--- src/rtl/out_port_arbiter.sv ---
// Round-robin arbiter sharing the 4-bit output port register among NREQ requesters.
// Each grant is a one-cycle write; a programmable hold keeps the value visible before the next one.
module out_port_arbiter #(
    parameter int unsigned NREQ = 4,
    parameter int unsigned HOLD = 2
) (
    input  logic              clk,
    input  logic              reset,
    input  logic              en,
    input  logic [NREQ-1:0]   req,
    input  logic [4*NREQ-1:0] data_in,
    output logic              wr_en,
    output logic [3:0]        wr_data,
    output logic [NREQ-1:0]   gnt,
    output logic              busy
);

    localparam int unsigned PW = (NREQ > 1) ? $clog2(NREQ) : 1;
    localparam logic [3:0] HoldInit = (HOLD == 0) ? 4'd0 : 4'(HOLD - 1);
    localparam logic [PW-1:0] PtrInit = PW'(NREQ - 1);

    typedef enum logic [1:0] {StIdle, StWrite, StHold} state_e;

    state_e        state_q, state_d;
    logic [3:0]    cnt_q, cnt_d;
    logic [PW-1:0] ptr_q, ptr_d;
    logic          wr_en_q, wr_en_d;
    logic [3:0]    wr_data_q, wr_data_d;
    logic [NREQ-1:0] gnt_q, gnt_d;
    logic          busy_q, busy_d;

    logic          found;
    logic [PW-1:0] win;
    int unsigned   idx;

    // Rotating-priority search starting just after the last winner.
    always_comb begin
        found = 1'b0;
        win   = '0;
        idx   = 0;
        for (int unsigned k = 1; k <= NREQ; k++) begin
            idx = (32'(ptr_q) + k) % NREQ;
            if (!found && req[idx[PW-1:0]]) begin
                found = 1'b1;
                win   = idx[PW-1:0];
            end
        end
    end

    always_comb begin
        state_d   = state_q;
        cnt_d     = cnt_q;
        ptr_d     = ptr_q;
        wr_en_d   = 1'b0;
        gnt_d     = '0;
        wr_data_d = wr_data_q;
        unique case (state_q)
            StIdle: begin
                if (en && found) begin
                    state_d   = StWrite;
                    wr_en_d   = 1'b1;
                    gnt_d[win] = 1'b1;
                    wr_data_d = data_in[4*win +: 4];
                    ptr_d     = win;
                end else begin
                    wr_data_d = 4'h0;
                end
            end
            StWrite: begin
                if (HOLD == 0) begin
                    state_d = StIdle;
                end else begin
                    state_d = StHold;
                    cnt_d   = HoldInit;
                end
            end
            StHold: begin
                if (cnt_q == 4'd0) begin
                    state_d = StIdle;
                end else begin
                    cnt_d = cnt_q - 4'd1;
                end
            end
            default: state_d = StIdle;
        endcase
        busy_d = (state_d != StIdle);
    end

    always_ff @(posedge clk or negedge reset) begin
        if (!reset) begin
            state_q   <= StIdle;
            cnt_q     <= 4'd0;
            ptr_q     <= PtrInit;
            wr_en_q   <= 1'b0;
            wr_data_q <= 4'h0;
            gnt_q     <= '0;
            busy_q    <= 1'b0;
        end else begin
            state_q   <= state_d;
            cnt_q     <= cnt_d;
            ptr_q     <= ptr_d;
            wr_en_q   <= wr_en_d;
            wr_data_q <= wr_data_d;
            gnt_q     <= gnt_d;
            busy_q    <= busy_d;
        end
    end

    assign wr_en   = wr_en_q;
    assign wr_data = wr_data_q;
    assign gnt     = gnt_q;
    assign busy    = busy_q;

endmodule

--- config.mk ---
export PLATFORM = sky130hd
export DESIGN_NAME = out_port_arbiter
export DESIGN_NICKNAME = d
export VERILOG_FILES = /design/src/rtl/out_port_arbiter.sv
export SDC_FILE = /design/constraint.sdc
export NUM_CORES = 1
export LEC_CHECK = 0
export CAP_MARGIN = 5
export CORE_UTILIZATION = 40
export CTS_CLUSTER_SIZE = 24
export DETAILED_ROUTE_END_ITERATION = 6
export DONT_BUFFER_PORTS = 1
export PLACE_DENSITY = 0.59
export REMOVE_ABC_BUFFERS = 1
export SLEW_MARGIN = 25
export SYNTH_ARGS = -nofsm -noshare
export SYNTH_HDL_FRONTEND = slang
export SYNTH_SLANG_ARGS = --single-unit
--- constraint.sdc ---
create_clock -name clk -period 2.3 [get_ports clk]
set_input_delay 0.23 -clock clk [delete_from_list [all_inputs] [get_ports clk]]
set_output_delay 0.23 -clock clk [all_outputs]
set_load 0.02 [all_outputs]
# [Word level (Yosys, flattened, before mapping)]
# Index checks and enable logic that the tools add are counted.
[totals] ff_bits=18 elab_cells=64
[classes] add_sub_neg=5 magnitude_cmp=6 n_eq_ne=3 shift=1 n_mux=28 n_reduce_logical=14
[ops] operator="$mux 4" n=4
[ops] operator="$shiftx 16x5->4" n=1
[ops] operator="$lt 2x3->1 const B" n=5
[ops] operator="$mux 2" n=6
[ops] operator="$mux 1" n=11
[ops] operator="$bmux 1 s2" n=4
[ops] operator="$pmux 4 s2" n=1
[ops] operator="$pmux 2 s3" n=1
[ops] operator="$logic_and 1x1->1" n=5
[ops] operator="$add 2x1->2 const B" n=2
[ops] operator="$add 2x2->2 const B" n=2
[ops] operator="$logic_not 4->1" n=1
[ops] operator="$reduce_and 2->1" n=2
[ops] operator="$reduce_bool 2->1" n=2
[ops] operator="$sub 4x1->4 const B" n=1
[ops] operator="$logic_not 1->1" n=3
[ops] operator="$demux 1 s2" n=1
[ops] operator="$eq 2x1->1 const B" n=1
[ops] operator="$eq 2x2->1 const B" n=1
[ops] operator="$ge 2x1->1 const B" n=1
[ops] operator="$logic_not 2->1" n=1
[ops] operator="$ne 2x2->1 const B" n=1

# [Depth between registers and ports, before layout]
# Gate-level depths: netlist of run 1.
[depth] ltp_word=19 ltp_mapped=6 depth_no_buf=6

# [Worst setup path after synthesis of run 1]
# OpenSTA, ideal clock, no wires.
[synth_timing] path_kind="register to register" from="reg ptr_q[1]" to="reg wr_data_q[0], in the netlist wr_data[0]" t_arrival_ns=1.380 setup_slack_ns=0.782 stages_incl_launch_ff=7 path_buffers=1 synth_period_minus_slack_ns=1.518 cell_sequence="dfstp_2 nand2b_1 a21boi_1 o21ai_4 buf_12 mux2i_1 o221ai_1"
[synth_via] elab_chain_cells=15 elab_cells_between_ends=29 classes_between="4 x add/sub; 1 x shift; 17 x mux; 7 x reduce/logical"
[synth_rtl] item="start, declared" line="26" text="logic [PW-1:0] ptr_q, ptr_d;"
[synth_rtl] item="start signal, assigned" line="93" text="ptr_q <= PtrInit;"
[synth_rtl] item="start signal, assigned" line="101" text="ptr_q <= ptr_d;"
[synth_rtl] item="$add 2x1->2" line="42" text="idx = (32'(ptr_q) + k) % NREQ;"
[synth_rtl] item="$bmux 1 s2" line="43" text="if (!found && req[idx[PW-1:0]]) begin"
[synth_rtl] item="$mux 1 (not written as such)" line="43"
[synth_rtl] item="$mux 1" line="43"
[synth_rtl] item="$logic_not 1->1" line="43"
[synth_rtl] item="$logic_and 1x1->1" line="43"
[synth_rtl] item="$mux 1" line="43"
[synth_rtl] item="$logic_not 1->1" line="43"
[synth_rtl] item="$logic_and 1x1->1" line="43"
[synth_rtl] item="$mux 1" line="43"
[synth_rtl] item="$logic_not 1->1" line="43"
[synth_rtl] item="$logic_and 1x1->1" line="43"
[synth_rtl] item="$mux 2 / $mux 1 (equally long branches)" line="43"
[synth_rtl] item="$shiftx 16x5->4 / $logic_and 1x1->1 (equally long branches)" line="63, 59"
[synth_rtl] item="$mux 4 (*)" line="59" text="if (en && found) begin"
[synth_rtl] item="end signal, assigned" line="103" text="wr_data_q <= wr_data_d;"
[synth_rtl] item="end, declared" line="28" text="logic [3:0] wr_data_q, wr_data_d;"
# Mark *: on every way between the ends. The rest lies on a longest branch, timed or not. The select of a mux whose other input is x is not followed.
# A chain may end at the register's enable or synchronous reset.

# [Worst setup path after layout of run 1]
# Same ends and word-level chain as after synthesis.

==> run summary, run 1 <==
FILL cells = 192
worst reg2reg path depth = 5
worst-case vdd ir drop = 588.9 µV
CTS Buffer Depth = 2
drt pass-1 iters = 4
Starting Density = 44.54%
clk slew on worst S/H paths = 100 ps
1st-iter DRT viols = 8
largest cells by area after synthesis = dfrtp_1, mux2i_1, dfstp_2
CTS buffer count = 3
GRT Total Usage = 14.99%
Synth area leader = dfrtp_1
layout cell share with drive strength beyond 1 = 13.95%
CTS tree = yes
register-to-register setup slack = 590 ps
fin worst setup slack = 591.0 ps
site row count = 16
mux contribution to synthesized area = 10.90%
Worst setup EP type = flop
largest family of logic cells by synthesized area = simple AND/OR/NAND/NOR gates
fin area = 978.4 µm²
first-pass GRT wire length = 2787 µm
Final setup viols = 0
Hold Fails Final Rpt = 0
routed vias/inst = 5.469
vias in the first global route = 610
Max Freq = 0.5851 GHz
reg-to-reg endpoint = wr_data[0]$_DFFE_PN0P_
Post-Layout Cell Count = 113
Worst Hold Class = in -> reg
xor/xnor share of the synthesized area = 1.907%
Multi-input gate area = 422.9 µm²
Core ar. = 0.002062 mm²
Synth Area in Compound Gates = 15.12%
WS Path Type = reg -> reg
synthesis warning total = 0
DP HPWL = 1263 µm
area added between synthesis and finish = 6.539%
Clk Latency, worst-skew pair = 290 ps
Critical Path AT = 1870 ps
Final Util = 47.45%
Seq/Total Area, Yosys = 49.32%
final worst path period need = 1709 ps
I/O pins = 33
Die H = 49.92 µm
wire per inst = 15.04 µm
leak pwr = 0.4564 nW
Yosys top cell area share = 43.60%
DIE AREA = 0.002492 mm²
Worst Hold Slack = 106.2 ps
WL final = 1699 µm
Nets = 112
worst relative slew slack = 46.30%
Cell Pwr Density = 1243 mW/mm²
clk sinks = 18
Root Driver = clkbuf_4
Antenna Nets Post-Route = 0
area fraction in and, or, nand and nor cells after synthesis = 15.40%
async set-reset flop share out of synthesis = 100.0%
Die W = 49.92 µm
fin crit share = 74.31%
setup TNS = 0 ps
prevailing post-synth register cell = dfrtp_1
antenna violations before repair = 0
status = finished clean
max-slew violations = 0
max-cap viol count = 0
Slew @ Worst Pin = 802.9 ps
Cells after Synth = 82
total power = 1.216 mW
largest net degree at the start of global routing = 19
Worst Setup SP = ptr_q[1]$_DFFE_PN1P_
Synth Cell Area = 918.4 µm²
Startpoint Class = flop
GP Congestion = 0.7617
Vias = 618
IO buf count = 0
crit path to = wr_data[0]$_DFFE_PN0P_
RSZ-0062 raised after global routing = no
Final Skew = 1.448 ps
Cell Count Post-Placement = 108
Diodes inserted = 0
FF/Latch Area = 452.9 µm²
Syn Area/Cell = 11.20 µm²
synthesized flop and latch total = 18
post_cts resized = 0
Post-synth EDFFs = 0
reg-to-reg startpoint = ptr_q[1]$_DFFE_PN1P_
worst-path fanout max = 13
Post-route DRC = 0
H-tree depth = 1
data required time of the critical path = 2460 ps
post-synth cell types = 27
Placed Area = 932.1 µm²
dpl ws = 605.2 ps
Synth Area in Adders = 2.725%
Congestion Overflow GR = 0
[routing by layer]
| metal | global-route usage, % | vias to the layer above | routed length [µm] | share of wire (%) |
|---|---|---|---|---|
| met5 | 0 | - | 0 | 0 |
| met4 | 2.857 | 0 | 10 | 0.59 |
| met3 | 7.407 | 2 | 98 | 5.8 |
| met2 | 23.87 | 17 | 845 | 50 |
| met1 | 18.23 | 298 | 744 | 44 |
| li1 | - | 301 | - | - |
[synth_stat cells (2+ instances only)]
library cell / instances
mux2i_1: 10
nand2_1: 6
nor2_1: 6
nand2b_1: 3
dfrtp_1: 16
a21oi_1: 3
ha_1: 2
and3_2: 2
o21ai_0: 7
dfstp_2: 2
inv_1: 6
o221ai_1: 4
[worst min path at each step]
stage / from / endpoint / cells after the start
3_5_place_dp: reset / gnt[3]$_DFF_PN0_ / 0
4_1_cts: en / wr_en$_DFF_PN0_ / 1
5_1_grt: en / wr_en$_DFF_PN0_ / 1
2_1_floorplan: reset / busy$_DFF_PN0_ / 0
6_report: en / wr_en$_DFF_PN0_ / 1
3_3_place_gp: reset / gnt[3]$_DFF_PN0_ / 0
[worst max-delay path, stage by stage (launching register included)]
cell and delay [ps]:
dfstp_2 590, nand2b_1 120, a21boi_1 90, o21ai_4 390, mux2i_1 260, o221ai_1 130
[repair_timing]
action	in CTS	in global routing
endpoints found under the hold margin	18	0
setup endpoints to repair	0	0
hold buffers	1	0
setup buffers	0	0
[kinds of logic (layout without fill, tap and decap cells)]
kind of cell / Yosys count / count (layout)
AOI/OAI and AO/OA: 20 / 20
xor gates and xnor gates: 2 / 2
adders and majority gates: 2 / 2
buffers and inverters: 7 / 11
DFF: 18 / 18
muxes: 10 / 10
and+or+nand+nor: 23 / 23
[layout make-up]
| cell class | count | share of cell area, % |
|---|---|---|
| inverters | 6 | 2.302 |
| clock buffers | 4 | 3.708 |
| flip-flops and latches | 18 | 46.29 |
| repair buffers | 1 | 1.023 |
| well taps | 27 | 3.453 |
| multi-input cells | 57 | 43.22 |
[cell usage in the layout, fill, tap and decap left out]
cell type,instances
a21boi_1,1
a21o_1,1
a21oi_1,3
a31oi_1,1
and3_2,2
clkbuf_4,3
clkbuf_8,1
dfrtp_1,16
dfstp_2,2
dlygate4sd3_1,1
ha_1,2
inv_1,6
mux2i_1,10
nand2_1,6
nand2b_1,3
nor2_1,6
nor2b_1,1
nor3_1,1
nor4_2,1
nor4b_1,1
nor4b_4,1
o21ai_0,7
o21ai_4,1
o221ai_1,4
o22a_2,1
o22ai_1,1
or3_1,1
xnor2_1,1
xor2_1,1
[sequential cells by signal (all words and copies together) (netlist names)]
name     cells
wr_en        1
busy         1
cnt_q        4
ptr_q        2
gnt          4
wr_data      4
state_q      2
[power by group]
part / leakage (nW) / internal (mW) / switching, mW
clock network: 0.0210 / 0.0963 / 0.0970
logic: 0.207 / 0.185 / 0.212
registers: 0.229 / 0.447 / 0.180
total: 0.456 / 0.728 / 0.489
No activity file was read; power rests on OpenSTA's default activity.
==> run 2: changes to the inputs <==
--- a/config.mk
+++ b/config.mk
@@ -10,7 +10,7 @@
 export CTS_CLUSTER_SIZE = 24
 export DETAILED_ROUTE_END_ITERATION = 6
 export DONT_BUFFER_PORTS = 1
-export PLACE_DENSITY = 0.59
+export PLACE_DENSITY = 0.61
 export REMOVE_ABC_BUFFERS = 1
 export SLEW_MARGIN = 25
 export SYNTH_ARGS = -nofsm -noshare
==> constraint.sdc (replaced) <==
create_clock -name clk -period 1.4 [get_ports clk]
set_input_delay 0.14 -clock clk [delete_from_list [all_inputs] [get_ports clk]]
set_output_delay 0.14 -clock clk [all_outputs]
set_load 0.02 [all_outputs]
==> run summary, run 2 (synthesized netlist as in run 1, its figures left out) <==
DIE AREA = 0.002492 mm² (unchanged)
Final Skew = 0.6980 ps (-0.7499 ps)
1st-iter DRT viols = 4 (-4)
H-tree depth = 1 (unchanged)
Nets = 120 (+7.1%)
Hold Fails Final Rpt = 0 (unchanged)
CTS Buffer Depth = 2 (unchanged)
clk slew on worst S/H paths = 100 ps (about the same)
antenna violations before repair = 0 (unchanged)
CTS buffer count = 3 (unchanged)
worst-path fanout max = 12 (-1)
Startpoint Class = flop
max-cap viol count = 0 (unchanged)
drt pass-1 iters = 4 (unchanged)
most frequent cells in the layout = dfrtp_1, mux2i_1, inv_1, o21ai_0, buf_4
Worst setup EP type = flop
Post-Layout Cell Count = 121 (+7.1%)
Cell Count Post-Placement = 114 (+5.6%)
Root Driver = clkbuf_4
Die W = 49.92 µm (unchanged)
wire per inst = 14.70 µm (-2.2%)
CTS tree = yes
WL final = 1779 µm (+4.7%)
Worst Hold Class = in -> reg
worst-case vdd ir drop = 1123 µV (+91%)
fin worst setup slack = -131.8 ps (-722.7 ps)
area added between synthesis and finish = 16.49%
I/O pins = 33 (unchanged)
GRT Total Usage = 16.53% (+1.5 points)
IO buf count = 0 (unchanged)
Multi-input gate area = 439.2 µm² (+3.8%)
Clk Latency, worst-skew pair = 300 ps (about the same)
register-to-register setup slack = -130 ps (-720 ps)
site row count = 16 (unchanged)
Antenna Nets Post-Route = 0 (unchanged)
most common cell after layout, fill and taps aside = dfrtp_1
Slew @ Worst Pin = 813.4 ps (+10.53 ps)
fin crit share = 109.4% (+35 points)
data required time of the critical path = 1570 ps (-890 ps)
FILL cells = 186 (-3.1%)
Post-route DRC = 0 (unchanged)
largest net degree at the start of global routing = 19 (unchanged)
leak pwr = 0.5016 nW (+9.9%)
dpl ws = -220.4 ps (-825.7 ps)
Die H = 49.92 µm (unchanged)
Cell Pwr Density = 2032 mW/mm² (+63%)
Congestion Overflow GR = 0 (unchanged)
routed vias/inst = 5.314 (-2.8%)
RSZ-0062 raised after global routing = yes
Vias = 643 (+4.0%)
vias in the first global route = 673 (+10%)
DP HPWL = 1368 µm (+8.3%)
max-slew violations = 0 (unchanged)
first-pass GRT wire length = 3001 µm (+7.7%)
layout cell share with drive strength beyond 1 = 25.53% (+12 points)
FF/Latch Area = 452.9 µm² (unchanged)
clk sinks = 18 (unchanged)
WS Path Type = reg -> reg
Critical Path AT = 1710 ps (-160 ps)
Diodes inserted = 0 (unchanged)
GP Congestion = 0.7686 (+0.91%)
Max Freq = 0.6528 GHz (+12%)
status = finished with violations
Starting Density = 44.54% (unchanged)
final worst path period need = 1532 ps (-177.3 ps)
failing checks = negative setup slack
worst relative slew slack = 45.59% (-0.70 points)
Final setup viols = 6 (+6)
Core ar. = 0.002062 mm² (unchanged)
-- run 2: repair_timing --
action	in CTS	in global routing
setup endpoints to repair	8	14
setup buffers	1	0
hold endpoints to repair	19	0
resized for setup	2	4
hold buffers	2	0
pin swaps	1	3
-- run 2: metrics by stage --
stage | cell area (µm²) | TNS (ps) | utilization, % | total power, mW | hold WS (ps)
after detailed placement | 977.2 | -1015 | 47.39 | 1.771 | -155.3
after floorplan | 898.4 | -514.5 | - | 1.544 | -155.6
after global routing | 1070 | -1388 | 51.88 | 2.348 | 67.33
after global placement | 977.2 | -745.0 | 47.39 | 1.748 | -155.1
final | 1070 | -487.9 | 51.88 | 2.173 | 63.83
after CTS | 1060 | -655.1 | 51.40 | 2.183 | 62.99
-- run 2: report_power, final --
part	total, mW	switching (mW)	leakage [nW]	internal (mW)
logic	0.845	0.416	0.252	0.429
clock network	0.324	0.165	0.0210	0.159
registers	1.00	0.271	0.229	0.733
-- run 2: final timing paths --
check                                         end  cells after the start            startpoint
min reg2reg                  ptr_q[0]$_DFFE_PN1P_                      2  ptr_q[0]$_DFFE_PN1P_
min in group asynchronous        gnt[3]$_DFF_PN0_                      1                 reset
max reg2reg                wr_data[1]$_DFFE_PN0P_                      6  ptr_q[1]$_DFFE_PN1P_
min                        wr_data[3]$_DFFE_PN0P_                      2           data_in[11]
max in group asynchronous        gnt[2]$_DFF_PN0_                      1                 reset
max                        wr_data[1]$_DFFE_PN0P_                      6  ptr_q[1]$_DFFE_PN1P_
-- run 2: layout make-up --
class | count | share of cell area (%)
sequential | 18 | 42.34
inverter | 6 | 2.105
multi-input combinational | 57 | 41.05
clock buffer | 4 | 3.392
timing repair buffer | 9 | 7.953
tap | 27 | 3.158
-- run 2: routing by layer --
metal / global-route usage (%) / up-vias / wire length, µm / part of all wire (%)
li1: - / 320 / - / -
met1: 16.83 / 312 / 713 / 40
met2: 30.86 / 9 / 1007 / 57
met3: 5.556 / 2 / 40 / 2.2
met4: 5.714 / 0 / 17 / 0.96
met5: 0 / - / 0 / 0
-- run 2: critical path: stages (launching register included) --
cell      delay (ps)
dfstp_2          570
nand2b_1         130
a21boi_2          80
o21ai_4          160
buf_12           150
mux2i_1          190
o221ai_1         130
